<file path="config.mk">
export PLATFORM = sky130hd
export DESIGN_NAME = keypad_operand_entry
export DESIGN_NICKNAME = d
export VERILOG_FILES = /design/src/rtl/keypad_operand_entry_pkg.sv /design/src/rtl/keypad_scan_debounce.sv /design/src/rtl/keypad_operand_entry.sv
export SDC_FILE = /design/constraint.sdc
export NUM_CORES = 1
export LEC_CHECK = 0
export ABC_AREA = 1
export ABC_CLOCK_PERIOD_IN_PS = 3300
export BUFFER_PORTS_ARGS = -buffer_cell sky130_fd_sc_hd__buf_4
export CAP_MARGIN = 5
export CORE_MARGIN = 2
export CORE_UTILIZATION = 35
export CTS_CLUSTER_SIZE = 28
export DETAILED_ROUTE_END_ITERATION = 8
export GPL_TIMING_DRIVEN = 0
export PLACE_DENSITY = 0.62
export SYNTH_ARGS = -nofsm -noshare
export SYNTH_HDL_FRONTEND = slang
export SYNTH_SLANG_ARGS = --single-unit
</file>
<file path="constraint.sdc">
create_clock -name clk -period 3.3 [get_ports clk]
set_input_delay 0.165 -clock clk [delete_from_list [all_inputs] [get_ports clk]]
set_output_delay 0.165 -clock clk [all_outputs]
set_load 0.01 [all_outputs]
</file>
<file path="src/rtl/keypad_operand_entry_pkg.sv">
// keypad_pkg
// Shared key codes, the column drive reset pattern and the editing FSM state
// type for the keypad operand entry block.
package keypad_pkg;

    // Key codes produced by the decoder. Digits 0-9 use their own value.
    localparam logic [3:0] KEY_DIG_MAX = 4'h9;
    localparam logic [3:0] KEY_ENTER   = 4'hA;
    localparam logic [3:0] KEY_BACK    = 4'hB;
    localparam logic [3:0] KEY_CLEAR   = 4'hC;
    localparam logic [3:0] KEY_D       = 4'hD;
    localparam logic [3:0] KEY_STAR    = 4'hE;
    // '#' has no action and shares the "no key" code.
    localparam logic [3:0] KEY_NONE    = 4'hF;

    // Column drive after reset: column 0 selected.
    localparam logic [3:0] COL_RESET   = 4'b0001;

    typedef enum logic {
        ENTRY = 1'b0,
        VALID = 1'b1
    } entry_state_t;

endpackage

</file>
<file path="src/rtl/keypad_scan_debounce.sv">
// keypad_scan_debounce
// Drives the one-hot keypad columns, debounces the row inputs and decodes the
// key under the frozen column into a key code.
// Ports:
//   clk, rst_n       clock, asynchronous active-low reset
//   fila[3:0]        keypad rows, active high
//   col[3:0]         one-hot column drive (registered)
//   key_evt          one-cycle pulse per debounced press (registered)
//   key_code[3:0]    code of the key latched with key_evt (registered)
module keypad_scan_debounce
    import keypad_pkg::*;
#(
    parameter int SCAN_DIV = 1000,
    parameter int DEBOUNCE = 10000
) (
    input  logic       clk,
    input  logic       rst_n,
    input  logic [3:0] fila,
    output logic [3:0] col,
    output logic       key_evt,
    output logic [3:0] key_code
);

    localparam int DIV_W = $clog2(SCAN_DIV);
    localparam int DEB_W = $clog2(DEBOUNCE);
    localparam logic [DIV_W-1:0] DIV_LAST = DIV_W'(SCAN_DIV - 1);
    localparam logic [DEB_W-1:0] DEB_LAST = DEB_W'(DEBOUNCE - 1);

    logic [3:0]       col_r;
    logic [DIV_W-1:0] div_cnt_r;
    logic [DEB_W-1:0] deb_cnt_r;
    logic             pressed_r;
    logic             key_evt_r;
    logic [3:0]       key_code_r;

    logic             any_row_s;
    logic             scan_idle_s;
    logic [1:0]       row_idx_s;
    logic [1:0]       col_idx_s;
    logic [3:0]       code_s;

    // Row priority encode, column index and key layout lookup.
    always_comb begin
        any_row_s = |fila;
        row_idx_s = 2'd0;
        col_idx_s = 2'd0;
        code_s    = KEY_NONE;

        // Lowest row wins when several rows are high.
        if (fila[0]) begin
            row_idx_s = 2'd0;
        end else if (fila[1]) begin
            row_idx_s = 2'd1;
        end else if (fila[2]) begin
            row_idx_s = 2'd2;
        end else begin
            row_idx_s = 2'd3;
        end

        case (col_r)
            4'b0001: col_idx_s = 2'd0;
            4'b0010: col_idx_s = 2'd1;
            4'b0100: col_idx_s = 2'd2;
            4'b1000: col_idx_s = 2'd3;
            default: col_idx_s = 2'd0;
        endcase

        case ({row_idx_s, col_idx_s})
            4'b00_00: code_s = 4'h1;
            4'b00_01: code_s = 4'h2;
            4'b00_10: code_s = 4'h3;
            4'b00_11: code_s = KEY_ENTER;
            4'b01_00: code_s = 4'h4;
            4'b01_01: code_s = 4'h5;
            4'b01_10: code_s = 4'h6;
            4'b01_11: code_s = KEY_BACK;
            4'b10_00: code_s = 4'h7;
            4'b10_01: code_s = 4'h8;
            4'b10_10: code_s = 4'h9;
            4'b10_11: code_s = KEY_CLEAR;
            4'b11_00: code_s = KEY_STAR;
            4'b11_01: code_s = 4'h0;
            4'b11_10: code_s = KEY_NONE;
            4'b11_11: code_s = KEY_D;
            default:  code_s = KEY_NONE;
        endcase

        // Scanning only runs when nothing is pressed and no key is latched;
        // a held key or a pending release keeps the column frozen.
        scan_idle_s = !any_row_s && !pressed_r;
    end

    // Column rotation with a per-column dwell of SCAN_DIV cycles.
    always_ff @(posedge clk or negedge rst_n) begin
        if (!rst_n) begin
            col_r     <= COL_RESET;
            div_cnt_r <= {DIV_W{1'b0}};
        end else if (scan_idle_s) begin
            if (div_cnt_r == DIV_LAST) begin
                div_cnt_r <= {DIV_W{1'b0}};
                col_r     <= {col_r[2:0], col_r[3]};
            end else begin
                div_cnt_r <= div_cnt_r + DIV_W'(1'b1);
                col_r     <= col_r;
            end
        end else begin
            div_cnt_r <= div_cnt_r;
            col_r     <= col_r;
        end
    end

    // Press/release debounce: DEBOUNCE consecutive samples at the target level.
    always_ff @(posedge clk or negedge rst_n) begin
        if (!rst_n) begin
            deb_cnt_r  <= {DEB_W{1'b0}};
            pressed_r  <= 1'b0;
            key_evt_r  <= 1'b0;
            key_code_r <= KEY_NONE;
        end else begin
            key_evt_r <= 1'b0;
            if (!pressed_r) begin
                if (any_row_s) begin
                    if (deb_cnt_r == DEB_LAST) begin
                        deb_cnt_r  <= {DEB_W{1'b0}};
                        pressed_r  <= 1'b1;
                        key_evt_r  <= 1'b1;
                        key_code_r <= code_s;
                    end else begin
                        deb_cnt_r <= deb_cnt_r + DEB_W'(1'b1);
                    end
                end else begin
                    deb_cnt_r <= {DEB_W{1'b0}};
                end
            end else begin
                if (!any_row_s) begin
                    if (deb_cnt_r == DEB_LAST) begin
                        deb_cnt_r <= {DEB_W{1'b0}};
                        pressed_r <= 1'b0;
                    end else begin
                        deb_cnt_r <= deb_cnt_r + DEB_W'(1'b1);
                    end
                end else begin
                    deb_cnt_r <= {DEB_W{1'b0}};
                end
            end
        end
    end

    assign col      = col_r;
    assign key_evt  = key_evt_r;
    assign key_code = key_code_r;

endmodule

</file>
<file path="src/rtl/keypad_operand_entry.sv">
// keypad_operand_entry
// Keypad front end: scans and debounces a 4x4 keypad, edits a BCD operand with
// digit/backspace/clear/enter keys, converts entered operands to binary and
// offers OPERANDS of them to the arithmetic stage with a valid/ready handshake.
// Ports:
//   clk, rst          clock, asynchronous active-low reset
//   fila[3:0]         keypad rows (in), col[3:0] one-hot column drive (out)
//   entry_bcd         digits of operand under edit, LSD in [3:0]
//   digit_cnt         number of digits entered
//   op_idx            index of the operand under edit
//   operands          captured binary operands, operand k at [k*W +: W]
//   op_valid/op_ready handshake towards the consumer
module keypad_operand_entry
    import keypad_pkg::*;
#(
    parameter int DIGITS   = 3,
    parameter int OPERANDS = 2,
    parameter int SCAN_DIV = 1000,
    parameter int DEBOUNCE = 10000,
    localparam int W       = $clog2(10**DIGITS),
    localparam int BCD_W   = 4 * DIGITS,
    localparam int CNT_W   = $clog2(DIGITS + 1),
    localparam int IDX_W   = $clog2(OPERANDS) + 1
) (
    input  logic                  clk,
    input  logic                  rst,
    input  logic [3:0]            fila,
    output logic [3:0]            col,
    output logic [BCD_W-1:0]      entry_bcd,
    output logic [CNT_W-1:0]      digit_cnt,
    output logic [IDX_W-1:0]      op_idx,
    output logic [OPERANDS*W-1:0] operands,
    output logic                  op_valid,
    input  logic                  op_ready
);

    localparam logic [CNT_W-1:0] DIGITS_C = CNT_W'(DIGITS);
    localparam logic [IDX_W-1:0] LAST_IDX = IDX_W'(OPERANDS - 1);

    entry_state_t            state_r, state_n;
    logic [BCD_W-1:0]        entry_bcd_r, bcd_n;
    logic [CNT_W-1:0]        digit_cnt_r, cnt_n;
    logic [IDX_W-1:0]        op_idx_r, idx_n;
    logic [OPERANDS*W-1:0]   operands_r, ops_n;
    logic                    op_valid_r;

    logic                    key_evt_s;
    logic [3:0]              key_code_s;

    // Horner evaluation: value = sum of d_i * 10^i, MSD first.
    function automatic logic [W-1:0] bcd_to_bin(input logic [BCD_W-1:0] bcd);
        logic [W-1:0] acc;
        acc = {W{1'b0}};
        for (int i = DIGITS - 1; i >= 0; i--) begin
            acc = acc * W'(4'd10) + W'(bcd[4*i +: 4]);
        end
        return acc;
    endfunction

    keypad_scan_debounce #(
        .SCAN_DIV (SCAN_DIV),
        .DEBOUNCE (DEBOUNCE)
    ) u_scan (
        .clk      (clk),
        .rst_n    (rst),
        .fila     (fila),
        .col      (col),
        .key_evt  (key_evt_s),
        .key_code (key_code_s)
    );

    // Editing FSM: next state and next values of all editing registers.
    always_comb begin
        state_n = state_r;
        bcd_n   = entry_bcd_r;
        cnt_n   = digit_cnt_r;
        idx_n   = op_idx_r;
        ops_n   = operands_r;

        case (state_r)
            ENTRY: begin
                if (key_evt_s) begin
                    if (key_code_s <= KEY_DIG_MAX) begin
                        if (digit_cnt_r < DIGITS_C) begin
                            bcd_n = (entry_bcd_r << 3'd4) | BCD_W'(key_code_s);
                            cnt_n = digit_cnt_r + CNT_W'(1'b1);
                        end else begin
                            bcd_n = entry_bcd_r;
                        end
                    end else if (key_code_s == KEY_BACK) begin
                        if (digit_cnt_r != {CNT_W{1'b0}}) begin
                            bcd_n = entry_bcd_r >> 3'd4;
                            cnt_n = digit_cnt_r - CNT_W'(1'b1);
                        end else begin
                            bcd_n = entry_bcd_r;
                        end
                    end else if (key_code_s == KEY_CLEAR) begin
                        bcd_n = {BCD_W{1'b0}};
                        cnt_n = {CNT_W{1'b0}};
                    end else if (key_code_s == KEY_ENTER) begin
                        for (int k = 0; k < OPERANDS; k++) begin
                            if (op_idx_r == IDX_W'(k)) begin
                                ops_n[k*W +: W] = bcd_to_bin(entry_bcd_r);
                            end else begin
                                ops_n[k*W +: W] = operands_r[k*W +: W];
                            end
                        end
                        bcd_n = {BCD_W{1'b0}};
                        cnt_n = {CNT_W{1'b0}};
                        idx_n = op_idx_r + IDX_W'(1'b1);
                        if (op_idx_r == LAST_IDX) begin
                            state_n = VALID;
                        end else begin
                            state_n = ENTRY;
                        end
                    end else begin
                        // '*', '#' and 'D' carry no editing action.
                        state_n = ENTRY;
                    end
                end else begin
                    state_n = ENTRY;
                end
            end
            VALID: begin
                // Keys are ignored here; only the handshake leaves VALID.
                if (op_ready) begin
                    state_n = ENTRY;
                    ops_n   = {(OPERANDS*W){1'b0}};
                    idx_n   = {IDX_W{1'b0}};
                end else begin
                    state_n = VALID;
                end
            end
            default: begin
                state_n = ENTRY;
            end
        endcase
    end

    // Editing state and output registers.
    always_ff @(posedge clk or negedge rst) begin
        if (!rst) begin
            state_r     <= ENTRY;
            entry_bcd_r <= {BCD_W{1'b0}};
            digit_cnt_r <= {CNT_W{1'b0}};
            op_idx_r    <= {IDX_W{1'b0}};
            operands_r  <= {(OPERANDS*W){1'b0}};
            op_valid_r  <= 1'b0;
        end else begin
            state_r     <= state_n;
            entry_bcd_r <= bcd_n;
            digit_cnt_r <= cnt_n;
            op_idx_r    <= idx_n;
            operands_r  <= ops_n;
            op_valid_r  <= (state_n == VALID);
        end
    end

    assign entry_bcd = entry_bcd_r;
    assign digit_cnt = digit_cnt_r;
    assign op_idx    = op_idx_r;
    assign operands  = operands_r;
    assign op_valid  = op_valid_r;

endmodule

</file>
* Word-level counts from Yosys, hierarchy flattened
Memories as Yosys holds them, arrays and structs flattened. A register that Yosys moved wholly into a read port is not among the register bits. Index checks and enable logic that the tools add are counted.
Cells by class: add/sub/neg operators 7, multiplexer cells 51, multipliers 2, divide/modulo/power cells 0, shift operators 0, reduce and logical (&&, ||, !) cells 14, $lt $le $gt $ge 2, bitwise gates (word level) 3, eq/ne operators 19
Operator list (number):
- $mux 20 | 6
- $mux 12 | 6
- $mux 14 | 4
- $pmux 20 s2 | 1
- $mux 10 | 3
- $mux 2 | 14
- $eq 4x4->1 const B | 4
- $add 14x1->14 const B | 1
- $eq 14x14->1 const B | 1
- $mux 1 | 14
- $ne 2x2->1 const B | 7
- $reduce_and 7->1 | 2
- $or 12x4->12 | 1
- $add 10x1->10 const B | 1
- $add 10x4->10 | 1
- $eq 10x10->1 const B | 1
- $add 8x4->9 | 1
- $mul 9x3->9 const B | 1
- $mul 4x3->7 const B | 1
- $pmux 2 s3 | 1
- $reduce_and 6->1 | 1
- $reduce_and 5->1 | 1
- $add 2x1->2 const B | 2
- $eq 4x2->1 const B | 1
- 18 further kinds | 22
Word-level totals: bits in registers 67, input port bits 7, bits in read-only memories 64, logic and storage cells 110, bits in latches 0, memory bits (writable) 0, memories kept 1
Memories:
- (name not given) | depth 16, bits a word 4, rd ports 1, clocked after memory_dff 1, wr ports 0, line keypad_scan_debounce.sv:68 | case ({row_idx_s, col_idx_s})

* Logic depth before layout (Yosys ltp)
depth in word-level cells 11, gate-level depth with buffers 22

* Modules after synthesis
A second synthesis with hierarchy kept.
Second synthesis, totals: cells, all modules 588, area, all modules 4580.6 um^2
Modules (own cells, without submodules):
- keypad_operand_entry | cells each 307, area each 2473.6 um^2, times used 1
- keypad_scan_debounce | cells each 281, area each 2107.0 um^2, times used 1

* Worst setup path before layout
Ideal clock, no wire load.
kind flip-flop to flip-flop, start register entry_bcd_r[9] (netlist: entry_bcd[9]), end register operands_r[19] (netlist: operands[19]), setup slack -0.103 ns, arrival 3.286 ns, library setup time 0.118 ns, stages on the path, launching flop included 21, cells stage by stage dfrtp_1 -> ha_1 -> ha_1 -> fa_1 -> nand2_1 -> inv_1 -> nand3_1 -> nand2_1 -> inv_1 -> ha_1 -> ha_1 -> a21oi_1 -> nand3_1 -> nand2_1 -> nand3_1 -> nand2_1 -> nand2_1 -> nand2_1 -> nand2_1 -> nand3_1 -> nand2_1
On the way: cells in the longest elaborated chain, start to end 11
Ends and longest elaborated chain:
- from (decl) | line keypad_operand_entry.sv:41 | logic [BCD_W-1:0] entry_bcd_r, bcd_n;
- from (signal assigned) | line keypad_operand_entry.sv:144 | entry_bcd_r <= {BCD_W{1'b0}};
- from (signal assigned) | line keypad_operand_entry.sv:151 | entry_bcd_r <= bcd_n;
- $mul 4x3->7 | line keypad_operand_entry.sv:55 | acc = acc * W'(4'd10) + W'(bcd[4*i +: 4]);
- $add 8x4->9 | line keypad_operand_entry.sv:55
- $mul 9x3->9 | line keypad_operand_entry.sv:55
- $add 10x4->10 | line keypad_operand_entry.sv:55
- $mux 10 | line keypad_operand_entry.sv:102 | if (op_idx_r == IDX_W'(k)) begin
- $mux 20 | line keypad_operand_entry.sv:100 | end else if (key_code_s == KEY_ENTER) begin
- $mux 20 | line keypad_operand_entry.sv:97 | end else if (key_code_s == KEY_CLEAR) begin
- $mux 20 | line keypad_operand_entry.sv:90 | end else if (key_code_s == KEY_BACK) begin
- $mux 20 | line keypad_operand_entry.sv:83 | if (key_code_s <= KEY_DIG_MAX) begin
- $mux 20 | line keypad_operand_entry.sv:82 | if (key_evt_s) begin
- $pmux 20 s2 | line keypad_operand_entry.sv:80 | case (state_r)
- to (signal assigned) | line keypad_operand_entry.sv:147 | operands_r <= {(OPERANDS*W){1'b0}};
- to (signal assigned) | line keypad_operand_entry.sv:154 | operands_r <= ops_n;
- to (decl) | line keypad_operand_entry.sv:44 | logic [OPERANDS*W-1:0] operands_r, ops_n;
Every way passes these cells. The select of a mux whose other input is x is not followed. A chain may end at the register's enable or synchronous reset.

* Final worst setup path
start register entry_bcd_r[11] (netlist: entry_bcd[11]), end register operands_r[9] (netlist: operands[9])
The elaborated chain is that of the path after synthesis.

==> results.cfg <==
[floorplan]
io_pins = 48
dieArea_um2 = 13560
row_count = 41
core_area_um2 = 12470
initial_core_util = 0.3549
die_h_um = 116.4
die_w_um = 116.4

[cells_and_area]
final_common_cell = nand2_1
insertedDiodeCount = 0
mostFrequentLayoutCells = nand2_1 (125), inv_1 (71), dfrtp_1 (63)
multi_input_area_um2 = 2531
regArea_um2 = 1787
syn_to_final_growth_pct = 28.79
fin_nets = 669
final_util = 0.4571
fillers = 1227
drive_above_1_share = 0.2504

[logic_synthesis]
syn_area_per_cell_um2 = 7.972
synth.cell_area_um2 = 4424
yosysUniqueCellTypes = 40
syn_inst = 555
synth_nets = 598
ys_ff_latch = 71
ys_warn_count = 0
ys_seq_area_frac = 0.4030
synth_top_area_frac = 0.3733
synth.largest_area_cell = dfrtp_1
synthTopCellsByArea = dfrtp_1 (37%), nand2_1 (11%), ha_1 (9.0%), inv_1 (6.2%), nand3_1 (5.3%)

[run]
maxCapViolCount = 0

[timing]
rsz0062_at_grt = yes
final_max_slew_viol_count = 0
hold_viol = 0
setup_viol = 4
fmax_mhz = 299.0
fin_skew_ns = 0.007694
timing.final.crit_share = 1.014
setup_ws_ns = -0.04490
relSlewSlack = 0.4022
tightest_slew_ns = 0.8967
period_minus_slack_ns = 3.345

[clock_tree]
clockBufferDepth = 2
clk_pin_slew_ns = 0.06
cts_buffers = 9
cts_tree = done
clock_latency_ns = 0.33
cts.htree.levels = 3
cts_root_buf = clkbuf_16
clock_sinks = 71

[run_status]
status = complete, but fails checks
failed_checks = negative setup slack

[placed_design]
gp_congestion = 0.8153
dp_hpwl_um = 7293
post-place-ws_ns = -0.3141
port-buffer-count = 47

[pwr]
p_per_area_nw_per_um2 = 364.7
power_leakage_nw = 2.797
ir_drop_mv = 0.2418

[worst_setup_path]
crit_required_ns = 3.57
crit_path_max_fanout = 5
start_kind = register
crit_type = register to register
end_kind = register
worstPathArrival_ns = 3.61

[drt]
ant_nets = 0
drt_wl_total_um = 10200
drt_iter0_drc = 146
drc = 0
viasPerCell = 4.915
drtPass1Iterations = 4
vias = 3947
wire_per_inst_um = 12.70

[global_routing]
grt_max_degree = 72
grt_usage = 0.1579
antenna_found_initial = 0
grt_first_pass_wirelength_um = 17110
grt_pass1_vias = 3887
grt_overflow = 0

[hold_path]
hp-class = input pin to register
[cells by family after synthesis]
family / Yosys count / share of synthesized area
flops: 71 / 0.4030
xor+xnor: 12 / 0.02376
simple gates: 261 / 0.2650
fa+ha+maj: 36 / 0.1086
compound gates: 88 / 0.1171
buf+inv: 87 / 0.08258
[cell usage after synthesis, drive strengths merged]
cell type  count
nand2        137
inv           80
dfrtp         66
o21ai         51
nand3         47
nor2          46
ha            32
a21oi         22
nor3           9
xor2           9
buf            7
nand4          7
o22ai          7
nor3b          6
dfstp          5
and3           4
fa             4
xnor2          3
nand3b         2
o211ai         2
or2            2
a211oi         1
a21boi         1
a31oi          1
nor4           1
o211a          1
o21bai         1
o41ai          1
[critical path, stage by stage (launching register included)]
cell,delay [ns]
dfrtp_2,0.43
ha_4,0.25
ha_4,0.16
fa_2,0.62
nand2_2,0.06
inv_2,0.08
nand2_2,0.08
nand2_2,0.08
nand2_2,0.07
inv_2,0.07
ha_4,0.20
ha_4,0.30
buf_4,0.12
inv_1,0.05
nand3_2,0.07
nand2_2,0.07
nor2_4,0.14
nand3_1,0.08
nand2_1,0.07
nand2_1,0.05
nand2_2,0.09
nand3_2,0.06
nand2_1,0.08
[state kept, by name (all words and copies together), names as in the netlist, named ones only]
register          cells
operands             20
u_scan.div_cnt_r     10
u_scan.key_code       4
u_scan.key_evt        1
digit_cnt             2
u_scan.deb_cnt_r     14
op_idx                2
op_valid              1
u_scan.col            4
entry_bcd            12
[path summary, 6_finish.rpt]
kind	start	to	slack (ns)	cells past startpoint
worst min register to register	u_scan.deb_cnt_r[0]	u_scan.deb_cnt_r[0]	0.45	1
max in group asynchronous	rst	entry_bcd[10]	2.18	2
min in group asynchronous	rst	entry_bcd[9]	0.51	2
worst min-delay path	fila[0]	u_scan.key_code[2]	0.14	4
worst max register to register	entry_bcd[11]	operands[9]	-0.04	22
worst max-delay path	entry_bcd[11]	operands[9]	-0.04	22
[power by group]
group | internal, mW | switching [mW] | leakage [nW]
registers | 0.878 | 0.00538 | 0.937
clock network | 0.739 | 0.382 | 0.158
logic | 0.0246 | 0.0493 | 1.70
[repair_timing]
item,CTS,global route
pin swaps,8,16
gates resized for setup,26,24
setup buffers,9,3
endpoints found under the hold margin,27,0
hold buffers,1,0
setup endpoints to repair,8,8
[layout make-up]
class                           count  share of cell area
Tap cell                          172             0.03777
Clock inverter                      7             0.02130
Multi-Input combinational cell    397              0.4442
Buffer                              7             0.01054
Inverter                           80             0.05358
Timing Repair Buffer               60             0.07949
Clock buffer                        9             0.03953
Sequential cell                    71              0.3136
[through the flow]
stage          cell area, um^2  setup TNS, ns  hold slack (ns)  power (mW)  instances
2_1_floorplan             4458              0          -0.1306      0.9322        555
3_3_place_gp              5026         -1.386           0.3577      0.9733        774
3_5_place_dp              5026         -1.877           0.3384      0.9745        774
4_1_cts                   5573              0           0.1274       2.108        800
5_1_grt                   5698        -0.6082           0.1581       2.148        803
6_report                  5698        -0.1200           0.1411       2.078        803
[metal layers]
| metal | vias up | track usage | part of all wire |
|---|---|---|---|
| met1 | 1890 | 0.1802 | 0.42 |
| met3 | 9 | 0.03373 | 0.040 |
| met4 | 0 | 0.05873 | 0.012 |
| met5 | - | 0 | 0 |
| met2 | 87 | 0.2891 | 0.53 |
| li1 | 1961 | - | - |
Power figures use the tool's default switching activity.
